### config.mk
export PLATFORM = sky130hd
export DESIGN_NAME = seq_fu_flat
export DESIGN_NICKNAME = d
export VERILOG_FILES = /design/src/rtl/mycpu_pkg.sv /design/src/rtl/seq_fu_if.sv /design/src/rtl/seq_mul.sv /design/src/rtl/seq_fu.sv /design/src/flat_wrapper.sv
export SDC_FILE = /design/constraint.sdc
export NUM_CORES = 1
export LEC_CHECK = 0
export BUFFER_PORTS_ARGS = -buffer_cell sky130_fd_sc_hd__buf_2
export CORE_ASPECT_RATIO = 0.6
export CORE_MARGIN = 2
export CORE_UTILIZATION = 40
export CTS_CLUSTER_DIAMETER = 80
export DETAILED_ROUTE_END_ITERATION = 16
export GPL_TIMING_DRIVEN = 0
export PLACE_DENSITY_LB_ADDON = 0.3
export SYNTH_ARGS = -nofsm -noshare
export SYNTH_HDL_FRONTEND = slang
export SYNTH_SLANG_ARGS = --single-unit
### constraint.sdc
create_clock -name clk -period 4.7 [get_ports clk]
set_input_delay 0.705 -clock clk [delete_from_list [all_inputs] [get_ports clk]]
set_output_delay 0.705 -clock clk [all_outputs]
set_load 0.02 [all_outputs]
### src/rtl/mycpu_pkg.sv
// mycpu_pkg: shared function-select and functional-unit state encodings
package mycpu_pkg;
  typedef enum logic [3:0] {
    FMOVA, FINC, FADD, FSUB, FDEC, FAND, FOR, FXOR,
    FNOT, FMOVB, FSHR, FSHL, FSRA, FSLA, FMUL, FCLR
  } fs_t;
  typedef enum logic [1:0] {IDLE, MUL, DONE} fu_state_t;
endpackage

### src/rtl/seq_fu_if.sv
// seq_fu_if: request/result handshake bundle for seq_fu
interface seq_fu_if import mycpu_pkg::*; #(parameter int DW = 16);
  logic in_valid;
  logic in_ready;
  fs_t fs_in;
  logic [DW-1:0] a_in;
  logic [DW-1:0] b_in;
  logic out_valid;
  logic out_ready;
  logic [DW-1:0] f_out;
  logic z_out;
  logic n_out;
  logic c_out;
  logic v_out;
  modport slave (
    input in_valid, fs_in, a_in, b_in, out_ready,
    output in_ready, out_valid, f_out, z_out, n_out, c_out, v_out
  );
  modport master (
    output in_valid, fs_in, a_in, b_in, out_ready,
    input in_ready, out_valid, f_out, z_out, n_out, c_out, v_out
  );
endinterface

### src/rtl/seq_mul.sv
// seq_mul: iterative shift-add signed multiplier with saturation to DW bits
module seq_mul #(parameter int DW = 16) (
  input  logic          clk,
  input  logic          rst_n,
  input  logic          start,
  input  logic [DW-1:0] a,
  input  logic [DW-1:0] b,
  output logic          done,
  output logic [DW-1:0] product,
  output logic          sat
);
  localparam int CW = $clog2(DW) + 1;
  localparam logic [2*DW-1:0] POS_MAX = {{(DW+1){1'b0}}, {(DW-1){1'b1}}};
  localparam logic [2*DW-1:0] NEG_LIM = {{DW{1'b0}}, 1'b1, {(DW-1){1'b0}}};
  logic [CW-1:0] cnt_q, cnt_d;
  logic [2*DW-1:0] acc_q, acc_d;
  logic [DW-1:0] mcand_q, mcand_d;
  logic neg_q, neg_d, busy_q, busy_d;
  logic [DW-1:0] mag_a, mag_b;
  logic [DW:0] sum;
  assign mag_a = a[DW-1] ? -a : a;
  assign mag_b = b[DW-1] ? -b : b;
  // low half of acc holds the shrinking multiplier, high half the partial sum
  assign sum = {1'b0, acc_q[2*DW-1:DW]} + {1'b0, acc_q[0] ? mcand_q : '0};
  always_comb begin
    cnt_d = cnt_q;
    acc_d = acc_q;
    mcand_d = mcand_q;
    neg_d = neg_q;
    busy_d = busy_q;
    if (start) begin
      cnt_d = CW'(DW);
      acc_d = {{DW{1'b0}}, mag_b};
      mcand_d = mag_a;
      neg_d = a[DW-1] ^ b[DW-1];
      busy_d = 1'b1;
    end else if (busy_q) begin
      acc_d = {sum, acc_q[DW-1:1]};
      cnt_d = cnt_q - 1'b1;
      busy_d = cnt_q != CW'(1);
    end
  end
  // result is taken from the final iteration's next value so it lands with the last step
  assign done = busy_q && cnt_q == CW'(1);
  assign sat = neg_q ? acc_d > NEG_LIM : acc_d > POS_MAX;
  assign product = neg_q ? (sat ? {1'b1, {(DW-1){1'b0}}} : -acc_d[DW-1:0])
                         : (sat ? {1'b0, {(DW-1){1'b1}}} : acc_d[DW-1:0]);
  always_ff @(posedge clk or negedge rst_n) begin
    if (!rst_n) begin
      cnt_q <= '0;
      acc_q <= '0;
      mcand_q <= '0;
      neg_q <= 1'b0;
      busy_q <= 1'b0;
    end else begin
      cnt_q <= cnt_d;
      acc_q <= acc_d;
      mcand_q <= mcand_d;
      neg_q <= neg_d;
      busy_q <= busy_d;
    end
  end
endmodule

### src/rtl/seq_fu.sv
// seq_fu: handshaked functional unit, single-cycle ALU ops plus iterative multiply
module seq_fu import mycpu_pkg::*; #(parameter int DW = 16) (
  input logic clk,
  input logic rst_n,
  seq_fu_if.slave bus
);
  fu_state_t state_q, state_d;
  logic live_q;
  logic [DW-1:0] f_q, f_d, alu_f, mul_p;
  logic z_q, z_d, n_q, n_d, c_q, c_d, v_q, v_d;
  logic alu_c, alu_v, accept, mul_start, mul_done, mul_sat;
  logic [DW-1:0] a, b;
  assign a = bus.a_in;
  assign b = bus.b_in;
  // live_q keeps in_ready low until the first edge after reset release
  assign bus.in_ready = live_q && (state_q == IDLE || (state_q == DONE && bus.out_ready));
  assign accept = bus.in_valid && bus.in_ready;
  assign bus.out_valid = state_q == DONE;
  assign bus.f_out = f_q;
  assign bus.z_out = z_q;
  assign bus.n_out = n_q;
  assign bus.c_out = c_q;
  assign bus.v_out = v_q;
  always_comb begin
    alu_f = '0;
    alu_c = 1'b0;
    alu_v = 1'b0;
    case (bus.fs_in)
      FMOVA: alu_f = a;
      FINC: begin
        {alu_c, alu_f} = {1'b0, a} + (DW+1)'(1);
        alu_v = !a[DW-1] && alu_f[DW-1];
      end
      FADD: begin
        {alu_c, alu_f} = {1'b0, a} + {1'b0, b};
        alu_v = a[DW-1] == b[DW-1] && alu_f[DW-1] != a[DW-1];
      end
      FSUB: begin
        {alu_c, alu_f} = {1'b0, a} - {1'b0, b};
        alu_v = a[DW-1] != b[DW-1] && alu_f[DW-1] != a[DW-1];
      end
      FDEC: begin
        {alu_c, alu_f} = {1'b0, a} - (DW+1)'(1);
        alu_v = a[DW-1] && !alu_f[DW-1];
      end
      FAND: alu_f = a & b;
      FOR: alu_f = a | b;
      FXOR: alu_f = a ^ b;
      FNOT: alu_f = ~a;
      FMOVB: alu_f = b;
      FSHR: begin
        alu_f = {1'b0, b[DW-1:1]};
        alu_c = b[0];
      end
      FSHL: begin
        alu_f = {b[DW-2:0], 1'b0};
        alu_c = b[DW-1];
      end
      FSRA: begin
        alu_f = {b[DW-1], b[DW-1:1]};
        alu_c = b[0];
      end
      FSLA: begin
        alu_f = {b[DW-2:0], 1'b0};
        alu_c = b[DW-1];
        alu_v = b[DW-1] ^ b[DW-2];
      end
      default: alu_f = '0;
    endcase
  end
  seq_mul #(.DW(DW)) u_mul (
    .clk(clk),
    .rst_n(rst_n),
    .start(mul_start),
    .a(a),
    .b(b),
    .done(mul_done),
    .product(mul_p),
    .sat(mul_sat)
  );
  // result registers are cleared whenever out_valid will be low
  always_comb begin
    state_d = state_q;
    f_d = f_q;
    c_d = c_q;
    v_d = v_q;
    mul_start = 1'b0;
    if (accept) begin
      mul_start = bus.fs_in == FMUL;
      state_d = mul_start ? MUL : DONE;
      f_d = mul_start ? '0 : alu_f;
      c_d = !mul_start && alu_c;
      v_d = !mul_start && alu_v;
    end else if (state_q == MUL && mul_done) begin
      state_d = DONE;
      f_d = mul_p;
      c_d = 1'b0;
      v_d = mul_sat;
    end else if (state_q == DONE && bus.out_ready) begin
      state_d = IDLE;
      f_d = '0;
      c_d = 1'b0;
      v_d = 1'b0;
    end
    z_d = state_d == DONE && f_d == '0;
    n_d = f_d[DW-1];
  end
  always_ff @(posedge clk or negedge rst_n) begin
    if (!rst_n) begin
      state_q <= IDLE;
      live_q <= 1'b0;
      f_q <= '0;
      z_q <= 1'b0;
      n_q <= 1'b0;
      c_q <= 1'b0;
      v_q <= 1'b0;
    end else begin
      state_q <= state_d;
      live_q <= 1'b1;
      f_q <= f_d;
      z_q <= z_d;
      n_q <= n_d;
      c_q <= c_d;
      v_q <= v_d;
    end
  end
endmodule

### src/flat_wrapper.sv
// flat-port wrapper written by rule: the top's interface ports become plain ports
module seq_fu_flat import mycpu_pkg::*;
#(parameter int DW = 16)
  (clk, rst_n, bus_in_valid, bus_fs_in, bus_a_in, bus_b_in, bus_out_ready, bus_in_ready, bus_out_valid, bus_f_out, bus_z_out, bus_n_out, bus_c_out, bus_v_out);
  seq_fu_if #(.DW(DW)) bus_i ();
  input logic clk;
  input logic rst_n;
  input wire logic [$bits(bus_i.in_valid)-1:0] bus_in_valid;
  input wire logic [$bits(bus_i.fs_in)-1:0] bus_fs_in;
  input wire logic [$bits(bus_i.a_in)-1:0] bus_a_in;
  input wire logic [$bits(bus_i.b_in)-1:0] bus_b_in;
  input wire logic [$bits(bus_i.out_ready)-1:0] bus_out_ready;
  output wire logic [$bits(bus_i.in_ready)-1:0] bus_in_ready;
  output wire logic [$bits(bus_i.out_valid)-1:0] bus_out_valid;
  output wire logic [$bits(bus_i.f_out)-1:0] bus_f_out;
  output wire logic [$bits(bus_i.z_out)-1:0] bus_z_out;
  output wire logic [$bits(bus_i.n_out)-1:0] bus_n_out;
  output wire logic [$bits(bus_i.c_out)-1:0] bus_c_out;
  output wire logic [$bits(bus_i.v_out)-1:0] bus_v_out;
  assign bus_i.in_valid = bus_in_valid;
  assign bus_i.fs_in = bus_fs_in;
  assign bus_i.a_in = bus_a_in;
  assign bus_i.b_in = bus_b_in;
  assign bus_i.out_ready = bus_out_ready;
  assign bus_in_ready = bus_i.in_ready;
  assign bus_out_valid = bus_i.out_valid;
  assign bus_f_out = bus_i.f_out;
  assign bus_z_out = bus_i.z_out;
  assign bus_n_out = bus_i.n_out;
  assign bus_c_out = bus_i.c_out;
  assign bus_v_out = bus_i.v_out;
  seq_fu #(.DW(DW)) u_core (.clk(clk), .rst_n(rst_n), .bus(bus_i));
endmodule
==> results.cfg <==
[synthesis]
post_synth_and_or_nand_nor_area_fraction_pct = 22.7
async_reset_ff_share_pct = 100
synth-seq-cells = 77
synth_largest_area_cell = dfrtp_1
synth_area_sq_um = 9420
synth_top_family_by_area = compound AO/OA/AOI/OAI gates
synth-xor-area-share_pct = 4.55
muxShareOfSynthArea_pct = 3.77
syn_avg_cell_area_sq_um = 7.53
post-synth-top-count-cell = nand2_1
synth_compound_area_share_pct = 31.4
ys.warnings.count = 0
synth_cell_type_count = 91
postSynthCellCount = 1252
yosys-top-cells-count = 124 x nand2_1, 109 x nor2_1, 88 x o21ai_0
synth_edf_count = 0
syn_nets = 1367
synth.top_cell.area_share_pct = 20.4
synth_area_leaders = dfrtp_1 20%, ha_1 9.6%, nand2_1 4.9%, o21ai_0 4.7%, nor2_1 4.3%
yosysSeqAreaShare_pct = 20.4
synthAdderAreaFrac_pct = 10.2
ys.flop_type = dfrtp_1

[setup_path]
critPathLaunchType = input port
regToRegSetupSlack_ns = -0.03
max_stage_delay_ns = 0.41
r2r-start = u_core.u_mul.acc_q[0]
cp.depth = 23
crit_path_max_fanout = 9
r2r-end = u_core.bus.z_out
crit_chain = buf_8 > and4b_2 > nand4_4 > clkbuf_16 > a211oi_4 > a21oi_2 > inv_1 > ha_2 > inv_2 > buf_4 > buf_4 > nor2_1 > nand4_1 > a21oi_4 > nor3b_4 > a41o_1 > nand3_4 > or2_1 > buf_6 > o21ai_0 > nand4_1 > nand4b_1 > nor4_4
crit_family = simple AND/OR/NAND/NOR gates
critPathCaptureType = flip-flop
critPathBufInv = 7
critPathKind = in2reg
critPathRequiredTime_ns = 4.95
cp_slowest_cell = nand4b_1
r2r_cells = 18
worstPathArrival_ns = 5.06

[clocking]
clock-sinks = 77
holdBufCountCts = 0
clock_path_buffers = 2
cts_tree = built
htree_levels = 3
cts_inserted_buffers = 9
cts-root-buf = clkbuf_16
clkLatencyLatePin_ns = 0.36
clkTransAtPathRegs_ns = 0.07

[pwr]
p_per_area_nw_per_um2 = 178
ir_drop_mv = 0.183
p_leak_nw = 4.79

[floorplan]
rows = 43
start_util_pct = 40.7
die_area_sq_um = 24800
die_w_um = 202
die_h_um = 123
coreArea_sq_um = 23100
top_level_ports = 62

[sta]
max_freq_ghz = 0.208
finalCritPeriodShare_pct = 102
maxSlewViolCount = 11
rsz0062_at_grt = yes
tns_ns = -0.107
fin_ws_ns = -0.107
max_slew_margin_pct = -4.78
final-setup-viol-count = 1
min_period_ns = 4.81
skew_ns = 0.0130
hold_violations = 0
tightest_slew_ns = 1.56

[layout]
num-fill-cells = 2335
layout-drive-gt1-share_pct = 15.1
post-route-util_pct = 47.3
final_area_sq_um = 11000
synthToLayoutAreaGrowth_pct = 16.2
nNetsFinal = 1461

[run_status]
status = finished with violations
violations = capacitance limit, slew limit, setup timing

[grt]
globalRouteTotalUtil_pct = 36.2
grt_first_pass_wirelength_mm = 66.2
grt_max_degree = 57
grt.overflow.total = 0
antenna_found_initial = 0
grt_pass1_vias = 9932

[detailed_routing]
via_per_inst = 6.62
drtAntennaViolNets = 0
vias = 11000
drt_iter0_drc = 1734
routed_wl_mm = 44.9
drc = 0
drt-pass1-iter-count = 6
wl_per_cell_um = 26.9

[place]
place_congestion = 1.06
pre_cts_ws_ns = -1.41
hpwlAfterDp_mm = 35.6
io_buffers = 61
post_dp_cell_area_sq_um = 10200

[hold_path]
hold_path.class = in2async

[flow_run]
max-cap-violations = 1
==> cells by family (layout without fill, tap and decap cells) <==
family | after synthesis | in the layout
simple gates | 430 | 430
compound gates | 426 | 426
buf+inv | 161 | 260
flops | 77 | 77
fa+ha+maj | 75 | 75
xor+xnor | 49 | 49
mux | 33 | 33
other cells | 1 | 2
==> report_power, final <==
group	internal [mW]	switching [mW]	total, mW
combinational	0.186	0.416	0.602
sequential	0.663	0.0000862	0.663
clock	0.373	0.311	0.683
==> per-stage QoR <==
step                      hold WS [ns]  instances  power [mW]
after floorplan                  0.409       1252        1.01
after global placement           0.458       1628        1.23
after detailed placement         0.463       1630        1.23
after CTS                        0.239       1659        1.92
after global routing             0.253       1666        2.01
final                            0.244       1667        1.95
==> layout make-up <==
type	count	area (sq um)	share of cell area [%]
Inverter	76	289	2.64
Antenna cell	1	2.50	0.0229
Buffer	76	388	3.54
Multi-Input combinational cell	1014	7100	64.8
Tap cell	315	394	3.60
Timing Repair Buffer	92	571	5.21
Clock buffer	11	243	2.22
Sequential cell	77	1930	17.6
Clock inverter	5	36.3	0.331
==> layout by cell type, fill, tap and decap left out, types with 7 or more instances in the layout <==
cell       netlist  routed
and2_1          29      29
mux2_2           7       7
o221ai_1        12      12
inv_1           72      71
a221oi_1        10      10
a31oi_1         17      16
nor2b_1         19      18
a21o_1          16      16
o21ai_1          2       7
xor2_1          11      11
nand4_1         13      13
xnor2_1         38      38
nand3_1         32      31
nor2_1         109     107
mux2i_1         24      23
a222oi_1        12      12
ha_1            72      71
o21bai_1         9       8
clkbuf_2         0       9
clkbuf_16        0      10
o31ai_1         17      17
nor3_1          31      30
nand2_1        124     122
nand2b_1         7       7
a211oi_1        25      23
o21ai_0         88      82
dfrtp_1         77      75
buf_4            1      34
o211ai_1        15      15
and3_1           8       8
a221o_1         14      14
a22oi_1         17      17
or3_1           10       9
clkbuf_1        64      51
a21oi_1         81      77
buf_2            8      64
o22ai_1         13      13
==> routing by layer <==
metal	vias to the layer above	wire length [um]	GRT usage, %
met5	-	0	0
met3	30	7210	12.8
li1	4855	-	-
met1	5337	21200	58.3
met2	818	16200	44.9
met4	0	351	4.52
==> how the worst max path moves through the flow <==
stage	start	to	slack, ns
finish	bus_fs_in[0]	u_core.bus.z_out	-0.11
global route	bus_a_in[3]	u_core.bus.z_out	-0.19
CTS	bus_fs_in[0]	u_core.bus.z_out	-0.04
detailed placement	u_core.u_mul.busy_q	u_core.bus.z_out	-1.41
global placement	u_core.u_mul.busy_q	u_core.bus.z_out	-1.42
floorplan	bus_fs_in[0]	u_core.bus.z_out	0.02
==> flip-flops by register name (all words and copies together) (netlist names), 2 cells and up <==
signal / flops
u_core.bus.f_out: 16
u_core.u_mul.acc_q: 32
u_core.u_mul.mcand_q: 16
u_core.u_mul.cnt_q: 5
u_core.state_q: 2
==> what timing repair did <==
action,CTS,global route
pin swaps,17,20
resized for setup,52,49
setup endpoints to repair,18,4
setup buffers,18,11
endpoints found under the hold margin,0,0
(Power assumes the default switching activity.)
